[src/rtl/dnn_pkg.sv]
// Shared configuration, state encoding and row-count helpers for the
// DNN weight streamer.
package dnn_pkg;

  localparam int M_W_BitSize  = 16;
  localparam int MaxNumNerves = 6;
  localparam int NumLayers    = 4;
  localparam int ImageSize    = 16;
  localparam int AddrWidth    = 10;
  // Index 0 is the leftmost entry; LNN[NumLayers-1-k] is the nerve count of layer k.
  localparam int LNN [0:NumLayers-1] = '{2, 3, 5, 6};

  localparam int ROW_BUS_W = MaxNumNerves * M_W_BitSize;

  typedef enum logic [1:0] {IDLE, PRIME, STREAM, DONE} wstream_state_t;

  // Rows consumed by layer k: the flattened image for layer 0, otherwise one
  // row per nerve of the preceding layer.
  function automatic int layer_rows(input int k);
    if (k == 0) return ImageSize;
    return LNN[NumLayers - k];
  endfunction

  function automatic int layer_nerves(input int k);
    return LNN[NumLayers - 1 - k];
  endfunction

  function automatic int total_rows();
    int sum;
    sum = 0;
    for (int k = 0; k < NumLayers; k++) sum += layer_rows(k);
    return sum;
  endfunction

  function automatic int max_rows();
    int mx;
    mx = 0;
    for (int k = 0; k < NumLayers; k++)
      if (layer_rows(k) > mx) mx = layer_rows(k);
    return mx;
  endfunction

  localparam int TOTAL_ROWS = total_rows();
  localparam int LAYER_W    = $clog2(NumLayers);
  localparam int ROW_W      = $clog2(max_rows());
  localparam int CNT_W      = $clog2(TOTAL_ROWS + 1);

endpackage

[src/rtl/dnn_wstream_row_counter.sv]
// Layer / row-in-layer bookkeeping for the streamed burst. Advances once per
// output row and wraps back to layer 0 after the final row of the last layer.
// With DNN_WSTREAM_LANE_MASK_EN, also exports the layer of the row shown next.
module dnn_wstream_row_counter
  import dnn_pkg::*;
(
  input  logic               clk,
  input  logic               res,
  input  logic               adv_i,
`ifdef DNN_WSTREAM_LANE_MASK_EN
  output logic [LAYER_W-1:0] layer_next_o,
`endif
  output logic [LAYER_W-1:0] layer_o,
  output logic               first_o,
  output logic               last_row_o
);

  logic [LAYER_W-1:0] layer_q, layer_d;
  logic [ROW_W-1:0]   row_q, row_d;
  logic               layer_end;

  // Next-count logic: wrap row at the layer boundary, wrap layer after the last row.
  always_comb begin
    layer_d    = layer_q;
    row_d      = row_q;
    layer_end  = (row_q == ROW_W'(layer_rows(int'(layer_q)) - 1));
    last_row_o = layer_end && (layer_q == LAYER_W'(NumLayers - 1));
    if (adv_i) begin
      if (layer_end) begin
        row_d   = '0;
        layer_d = last_row_o ? '0 : layer_q + LAYER_W'(1);
      end else begin
        row_d = row_q + ROW_W'(1);
      end
    end
  end

  // Counter registers.
  always_ff @(posedge clk) begin
    if (res) begin
      layer_q <= '0;
      row_q   <= '0;
    end else begin
      layer_q <= layer_d;
      row_q   <= row_d;
    end
  end

  assign layer_o = layer_q;
  assign first_o = (row_q == '0);
`ifdef DNN_WSTREAM_LANE_MASK_EN
  assign layer_next_o = layer_d;
`endif

endmodule

[src/rtl/dnn_weight_streamer.sv]
// Weight-load transmitter: on start, reads TOTAL_ROWS consecutive rows from a
// 1-cycle-latency memory and emits them as one gap-free burst, with a consumer
// reset pulse the cycle before row 0 and a done pulse after the last row.
// Optional DNN_WSTREAM_LANE_MASK_EN zeroes lanes unused by the row's layer.
//
// state  | meaning
// IDLE   | waiting for start
// PRIME  | first read issued at base address
// STREAM | remaining reads issued, rows emitted
// DONE   | one-cycle completion pulse
module dnn_weight_streamer
  import dnn_pkg::*;
(
  input  logic                                    clk,
  input  logic                                    res,
  input  logic                                    start,
  input  logic [AddrWidth-1:0]                    base_addr,
  output logic                                    mem_rd_en,
  output logic [AddrWidth-1:0]                    mem_addr,
  input  logic [ROW_BUS_W-1:0]                    mem_rd_data,
  output logic                                    out_res_n,
  output logic                                    out_valid,
  output logic [MaxNumNerves-1:0][M_W_BitSize-1:0] out_weights,
  output logic [LAYER_W-1:0]                      out_layer,
  output logic                                    out_layer_first,
  output logic                                    busy,
  output logic                                    done
);

  for (genvar k = 0; k < NumLayers; k++) begin : g_cfg_chk
    if (layer_rows(k) == 0) begin : g_zero_rows
      $error("dnn_weight_streamer: layer with zero rows");
    end
    if (LNN[k] > MaxNumNerves) begin : g_too_many_nerves
      $error("dnn_weight_streamer: LNN entry exceeds MaxNumNerves");
    end
  end

  wstream_state_t state_q, state_d;
  logic [AddrWidth-1:0] addr_q, addr_d;
  logic [CNT_W-1:0]     cnt_q, cnt_d;
  logic                 pend_q;   // memory data for a read is on mem_rd_data this cycle
  logic                 valid_q;
  logic [MaxNumNerves-1:0][M_W_BitSize-1:0] weights_q, load_row;
  logic [LAYER_W-1:0]   layer;
  logic                 first, last_row;
`ifdef DNN_WSTREAM_LANE_MASK_EN
  logic [LAYER_W-1:0]   layer_next;
`endif

  dnn_wstream_row_counter u_row_cnt (
    .clk          (clk),
    .res          (res),
    .adv_i        (valid_q),
`ifdef DNN_WSTREAM_LANE_MASK_EN
    .layer_next_o (layer_next),
`endif
    .layer_o      (layer),
    .first_o      (first),
    .last_row_o   (last_row)
  );

  // Sequencing: issue TOTAL_ROWS reads, finish once the last row is on the bus.
  always_comb begin
    state_d   = state_q;
    addr_d    = addr_q;
    cnt_d     = cnt_q;
    mem_rd_en = 1'b0;
    done      = 1'b0;
    unique case (state_q)
      IDLE: begin
        if (start) begin
          addr_d  = base_addr;
          cnt_d   = '0;
          state_d = PRIME;
        end
      end
      PRIME: begin
        mem_rd_en = 1'b1;
        addr_d    = addr_q + AddrWidth'(1);
        cnt_d     = CNT_W'(1);
        state_d   = STREAM;
      end
      STREAM: begin
        if (cnt_q < CNT_W'(TOTAL_ROWS)) begin
          mem_rd_en = 1'b1;
          addr_d    = addr_q + AddrWidth'(1);
          cnt_d     = cnt_q + CNT_W'(1);
        end
        if (valid_q && last_row) state_d = DONE;
      end
      DONE: begin
        done    = 1'b1;
        state_d = IDLE;
      end
      default: state_d = IDLE;
    endcase
  end

  // Row about to be captured; the next row's layer decides which lanes survive.
  always_comb begin
    load_row = mem_rd_data;
`ifdef DNN_WSTREAM_LANE_MASK_EN
    for (int i = 0; i < MaxNumNerves; i++)
      if (i < MaxNumNerves - layer_nerves(int'(layer_next))) load_row[i] = '0;
`endif
  end

  // State, address, read pipeline and row register.
  always_ff @(posedge clk) begin
    if (res) begin
      state_q   <= IDLE;
      addr_q    <= '0;
      cnt_q     <= '0;
      pend_q    <= 1'b0;
      valid_q   <= 1'b0;
      weights_q <= '0;
    end else begin
      state_q <= state_d;
      addr_q  <= addr_d;
      cnt_q   <= cnt_d;
      pend_q  <= mem_rd_en;
      valid_q <= pend_q;
      if (pend_q) weights_q <= load_row;
    end
  end

  assign mem_addr        = mem_rd_en ? addr_q : '0;
  // First data beat is in flight but nothing shown yet: the cycle before row 0.
  assign out_res_n       = !(pend_q && !valid_q);
  assign out_valid       = valid_q;
  assign out_weights     = weights_q;
  assign out_layer       = valid_q ? layer : '0;
  assign out_layer_first = valid_q && first;
  assign busy            = (state_q != IDLE);

endmodule
[config.mk]
export PLATFORM = sky130hd
export DESIGN_NAME = dnn_weight_streamer
export DESIGN_NICKNAME = d
export VERILOG_FILES = /design/src/rtl/dnn_pkg.sv /design/src/rtl/dnn_wstream_row_counter.sv /design/src/rtl/dnn_weight_streamer.sv
export SDC_FILE = /design/constraint.sdc
export NUM_CORES = 1
export LEC_CHECK = 0
export CAP_MARGIN = 20
export CORE_MARGIN = 8
export CORE_UTILIZATION = 30
export CTS_BUF_LIST = sky130_fd_sc_hd__clkbuf_16
export DETAILED_ROUTE_END_ITERATION = 10
export DONT_BUFFER_PORTS = 1
export SYNTH_ARGS = -nofsm -noshare
export SYNTH_HDL_FRONTEND = slang
export SYNTH_SLANG_ARGS = --single-unit
[constraint.sdc]
create_clock -name clk -period 2.7 [get_ports clk]
set_input_delay 0.54 -clock clk [delete_from_list [all_inputs] [get_ports clk]]
set_output_delay 0.54 -clock clk [all_outputs]
set_load 0.005 [all_outputs]
; Word-level counts from Yosys, hierarchy flattened
; Cells that the tools add are included.
[word_totals]
register_bits = 121
input_bits = 109
output_inout_bits = 114
[op_classes]
add_sub_neg = 6
n_lt_le_gt_ge = 2
n_eq_ne = 8
mux = 21
bitwise_logic = 1
reduce_logical = 14
[op_table]
columns = cell, count
row1 = binary-select mux 32 bit (select 2 bit), 1
row2 = >= comparator 32 x 3 -> 1 bit (second input constant), 1
row3 = inverter 32 bit, 1
row4 = 2-to-1 mux 10 bit, 3
row5 = case mux 10 bit (3 select lines), 1
row6 = 2-to-1 mux 4 bit, 4
row7 = case mux 5 bit (3 select lines), 1
row8 = adder 10 x 1 -> 10 bit (second input constant), 1
row9 = 2-to-1 mux 5 bit, 2
row10 = 2-to-1 mux 2 bit, 4
row11 = case mux 2 bit (4 select lines), 1
row12 = == test 2 bit (second input constant), 3
row13 = != test 2 bit (second input constant), 3
row14 = adder 5 x 1 -> 5 bit (second input constant), 1
row15 = less-than comparator 5 bit (second input constant), 1
row16 = adder 4 x 1 -> 4 bit (second input constant), 1
row17 = == test 4 bit, 1
row18 = logical AND 1 bit, 4
row19 = zero test 2 bit, 2
row20 = zero test 4 bit, 1
row21 = AND reduction 2 bit, 2
row22 = subtractor 3 x 2 -> 4 bit (first input constant), 1
row23 = subtractor 4 x 2 -> 4 bit (second input constant), 1
row24 = 2-to-1 mux 1 bit, 3
row25 = other kinds (7), 8

; Longest topological paths before layout
[depth]
word_depth = 12
ltp_mapped = 8

; Modules after synthesis
; From an unflattened synthesis, not the netlist that was laid out.
[unflattened]
cells_unflattened = 509
area_unflattened_um2 = 4964.8
[modules_own_cells]
columns = mod, n_inst, cells_per_inst, area_per_inst_um2, seq_area_each_um2
row1 = dnn_weight_streamer, 1, 460, 4519.3, 2302.2
row2 = dnn_wstream_row_counter, 1, 49, 445.4, 120.1

; Least setup slack after synthesis
; No wires, ideal clock.
[synth_timing]
kind = register -> register
from = reg u_row_cnt.layer_q[0] (netlist: u_row_cnt.layer_o[0])
to = reg u_row_cnt.layer_q[0] (netlist: u_row_cnt.layer_o[0])
setup_time_ns = 0.121
arrival_time_ns = 1.784
slack_ns = 0.795
path_stages_with_launch = 8
path_cell_list = dfxtp_1 inv_1 ha_1 xnor2_1 nor3_1 o21ai_2 nor2_2 mux2_2
[synth_via]
elab_chain_len = 10
word_cells_on_any_way = 15
cone_classes = 3 x add/sub / 2 x eq/ne / 6 x mux / 1 x bitwise / 3 x reduce/logical
[synth_rtl]
columns = item, line_no
row1 = start: declaration, dnn_wstream_row_counter.sv:18  ; logic [LAYER_W-1:0] layer_q, layer_d;
row2 = start signal: assignment, dnn_wstream_row_counter.sv:44  ; layer_q <= layer_d;
row3 = subtractor 3 x 2 -> 4 bit, dnn_pkg.sv:21  ; return LNN[NumLayers - k];
row4 = inverter 32 bit (not written as such), dnn_pkg.sv:21
row5 = binary-select mux 32 bit (select 2 bit), dnn_pkg.sv:21
row6 = 2-to-1 mux 4 bit (not written as such) (2 in series), dnn_pkg.sv:21
row7 = 2-to-1 mux 4 bit, dnn_pkg.sv:21
row8 = subtractor 4 x 2 -> 4 bit, dnn_wstream_row_counter.sv:26  ; layer_end = (row_q == ROW_W'(layer_rows(int'(layer_q)) - 1));
row9 = == test 4 bit, dnn_wstream_row_counter.sv:26
row10 = logical AND 1 bit, dnn_wstream_row_counter.sv:27  ; last_row_o = layer_end && (layer_q == LAYER_W'(NumLayers - 1));
row11 = 2-to-1 mux 2 bit, dnn_wstream_row_counter.sv:31  ; layer_d = last_row_o ? '0 : layer_q + LAYER_W'(1);
; Several ways; a longest one is shown, not always the timed one. The select of a mux whose other input is x is not followed.
; A chain may end at the register's enable or synchronous reset.

; Final worst setup path
[layout_timing]
from = reg state_q[0]
to = out mem_addr[3]
[layout_via]
elab_chain_len = 3
word_cells_on_any_way = 4
cone_classes = 2 x eq/ne / 2 x mux
[layout_rtl]
columns = item, line_no
row1 = start: declaration, dnn_weight_streamer.sv:39  ; wstream_state_t state_q, state_d;
row2 = start signal: assignment, dnn_weight_streamer.sv:119  ; state_q <= state_d;
row3 = == test 2 bit or == test 2 x 1 -> 1 bit (tied branches), dnn_weight_streamer.sv:70  ; unique case (state_q)
row4 = case mux 1 bit (2 select lines) (*), dnn_weight_streamer.sv:70
row5 = named net mem_rd_en, dnn_weight_streamer.sv:18  ; output logic mem_rd_en,
row6 = 2-to-1 mux 10 bit (*), dnn_weight_streamer.sv:128  ; assign mem_addr = mem_rd_en ? addr_q : '0;
row7 = end: declaration, dnn_weight_streamer.sv:19  ; output logic [AddrWidth-1:0] mem_addr,
; The timed path passes the listed nets; every way through them passes the cells marked *.

==> impl_metrics.yaml <==
pwr:
  p_int_mw: 4.24
  power_mw: 5.96
  power_frac_seq: 0.403
  vdd_ir_drop_max_uv: 634
  p_sw_frac: 0.289
  switchingPower_mw: 1.72
  pwr-share-clk: 0.403
  pwr-share-comb: 0.194
  powerDensity_nw_per_um2: 1040
  power.leakage_nw: 2.00
sta:
  tightest_slew_ns: 0.674
  report.final.setup_viol: 0
  setup-tns-final_ns: 0
  finalHoldViolCount: 0
  hold_slack_ns: 0.190
  grt_setup_unrepaired: "no"
  min_period_over_period: 0.917
  clock_skew_ns: 0.0159
  fin_crit_ns: 2.48
  slew_headroom: 0.549
  maxSlewViolCount: 0
  fmax_mhz: 404
logic_synthesis:
  synth_simple_gate_area_share: 0.157
  yosys-top-cells-area: "dfxtp_1 49%, mux2i_1 21%, nor2_1 8.5%"
  syn_nets: 620
  yosysTopAreaCellShare: 0.493
  synthXorXnorAreaFrac: 0.0143
  synth_top_flop_cell: "dfxtp_1"
  synth_edf_count: 0
  netlist_area_um2: 4910
  yosys.area_share.adder: 0.0305
  synth.ff_latch_count: 121
  seq_area_frac_synth: 0.493
  avgSynthCellArea_um2: 9.85
  async_reset_ff_frac: 0
  synthCells: 499
  synthMuxAreaShare: 0.208
  synth_top_family_by_area: "multiplexers"
  synth_top_cell_by_area: "dfxtp_1"
  synth_compound_area_frac: 0.0598
  yosysWarnings: 0
  ys_types: 45
final_layout:
  final_nets: 610
  syn_to_final_growth_pct: 16.0
  num_antenna_cells: 0
  final_core_util: 0.358
  drive_gt1_frac: 0.0818
die:
  start_util: 0.308
  ios: 223
  die-area_um2: 20700
  die_h_um: 144
  core_area_um2: 15900
  row_count: 46
  die_x_um: 144
drt:
  vias_per_cell: 4.79
  first_pass_iters: 4
  ant_nets: 0
  drt_wl_total_um: 12200
  drt_iter0_drc: 147
  drc_errors: 0
  wl_per_cell_um: 17.1
  vias: 3437
place:
  dp_hpwl_um: 9140
  port_buffers: 0
  gp_congestion: 0.766
critical_path:
  critPathCaptureType: "output pin"
  worstPathMaxFanout: 12
  reg2reg_to: "u_row_cnt.layer_o[0]"
  startpoint_type: "flip-flop"
  reg2reg_depth: 7
  cp_data_arrival_time_ns: 1.94
  path_class: "flip-flop to output pin"
  reg2reg_slack_ns: 0.56
  worst_ep_required_time_ns: 2.16
  worstReg2RegStart: "u_row_cnt.layer_o[0]"
grt:
  globalRouteTotalUtil: 0.112
  grt_max_degree: 122
  grt_pass1_wl_um: 18300
  grt_overflow: 0
  antenna_found_initial: 0
  grt_pass1_vias: 3445
clocking:
  cts_resized: 0
  clkSinkCount: 121
  cts_buffers: 17
  ctsHoldBuffers: 0
  cts_tree: "done"
  htreeDepth: 4
  postCtsSetupBuffers: 0
  insertion_delay_ns: 0.41
  clk_pin_slew_worst_paths_ns: 0.06
  cts_root_buf: "clkbuf_16"
  clockBufferDepth: 2
worst_hold_path:
  hold_depth: 1
  hold_start: "res"
  whs_endpoint: "pend_q"
  min_path_type: "input port to flip-flop"
outcome:
  status: "completed"
job:
  max_cap_violations: 0
-- layout by cell type (no fill, tap or decap), types with 2 or more instances in the layout --
| cell type | n |
|---|---|
| a211oi_1 | 4 |
| a21oi_1 | 12 |
| a22oi_1 | 3 |
| a31oi_1 | 2 |
| and2_1 | 13 |
| and3_1 | 3 |
| bufinv_16 | 5 |
| clkbuf_16 | 17 |
| clkinv_1 | 2 |
| clkinv_2 | 3 |
| clkinvlp_4 | 3 |
| dfxtp_1 | 120 |
| ha_1 | 12 |
| inv_1 | 11 |
| mux2i_1 | 101 |
| nand2_1 | 10 |
| nand2b_1 | 3 |
| nand3_1 | 5 |
| nand4_1 | 6 |
| nor2_1 | 111 |
| nor2b_1 | 5 |
| nor3_1 | 7 |
| o21a_1 | 4 |
| o21ai_0 | 7 |
| o22ai_1 | 2 |
| xnor2_1 | 3 |
| xor2_1 | 5 |
-- layer usage --
| metal | vias to the layer above | GRT usage | wire length (um) |
|---|---|---|---|
| met1 | 1579 | 0.113 | 4460 |
| li1 | 1669 | - | - |
| met3 | 14 | 0.0636 | 1810 |
| met4 | 0 | 0.0459 | 137 |
| met5 | - | 0 | 0 |
| met2 | 175 | 0.188 | 5830 |
-- worst max-delay path by stage --
stage                          from              endpoint  cells after the start
4_1_cts                  state_q[0]           mem_addr[3]                      5
6_report                 state_q[0]           mem_addr[3]                      5
3_5_place_dp   u_row_cnt.layer_o[0]  u_row_cnt.layer_o[0]                      7
3_3_place_gp   u_row_cnt.layer_o[0]  u_row_cnt.layer_o[0]                      7
2_1_floorplan  u_row_cnt.layer_o[0]  u_row_cnt.layer_o[0]                      7
5_1_grt                  state_q[0]           mem_addr[5]                      5
-- cells by family (layout without fill, tap and decap cells) --
group                    count (synthesis)  count (layout)
AND/OR/NAND/NOR                        171             171
flip-flops                             121             121
multiplexers                           102             102
AO/OA/AOI/OAI                           43              43
buffers and inverters                   42              44
adder cells (fa/ha/maj)                 12              12
XOR/XNOR                                 8               8
-- per-stage QoR --
stage / worst slack (ns) / instance area (um^2) / instances
6_report: 0.225 / 5700 / 717
5_1_grt: 0.0862 / 5700 / 717
4_1_cts: 0.194 / 5700 / 717
3_5_place_dp: 0.595 / 5070 / 686
3_3_place_gp: 0.687 / 5070 / 686
2_1_floorplan: 0.795 / 4910 / 499
-- power by group through the flow --
stage	sequential [mW]	combinational [mW]	clock, mW
6_report	2.40	1.16	2.40
5_1_grt	2.45	1.29	2.55
4_1_cts	2.41	1.17	2.48
3_5_place_dp	2.44	1.17	0
3_3_place_gp	2.43	1.12	0
2_1_floorplan	2.26	1.12	0
-- critical path, cell delays in order, from the launching register on --
cell and delay (ns):
dfxtp_1 0.38, inv_1 0.10, ha_1 0.29, and2b_1 0.20, o21a_1 0.31, and2_1 0.25
-- Yosys cell counts, types with 3 or more instances --
library cell  instances
mux2i_1             101
a21oi_1              12
nand4_1               6
nor3_1                7
and3_1                3
nand2b_1              3
xnor2_1               3
dfxtp_1             121
xor2_1                5
nand3_1               5
clkbuf_1             11
o21ai_0               7
nor2b_1               5
and2_1               13
a22oi_1               3
a211oi_1              4
buf_2                14
buf_1                 4
o21a_1                4
nor2_1              111
nand2_1              10
ha_1                 12
inv_1                11
-- registers in the layout, indices dropped and copies added (netlist names) --
| signal | flops |
|---|---|
| out_weights | 96 |
| state_q | 2 |
| out_valid | 1 |
| cnt_q | 5 |
| u_row_cnt.layer_o | 2 |
| pend_q | 1 |
| addr_q | 10 |
| u_row_cnt.row_q | 4 |
-- area by class of cell --
cell class	count	area, um^2
Clock inverter	14	204
Tap cell	216	270
Multi-Input combinational cell	336	2310
Inverter	11	41.3
Timing Repair Buffer	2	27.5
Fill cell	1603	10200
Sequential cell	121	2430
Clock buffer	17	425
No activity file was read; power rests on OpenSTA's default activity.
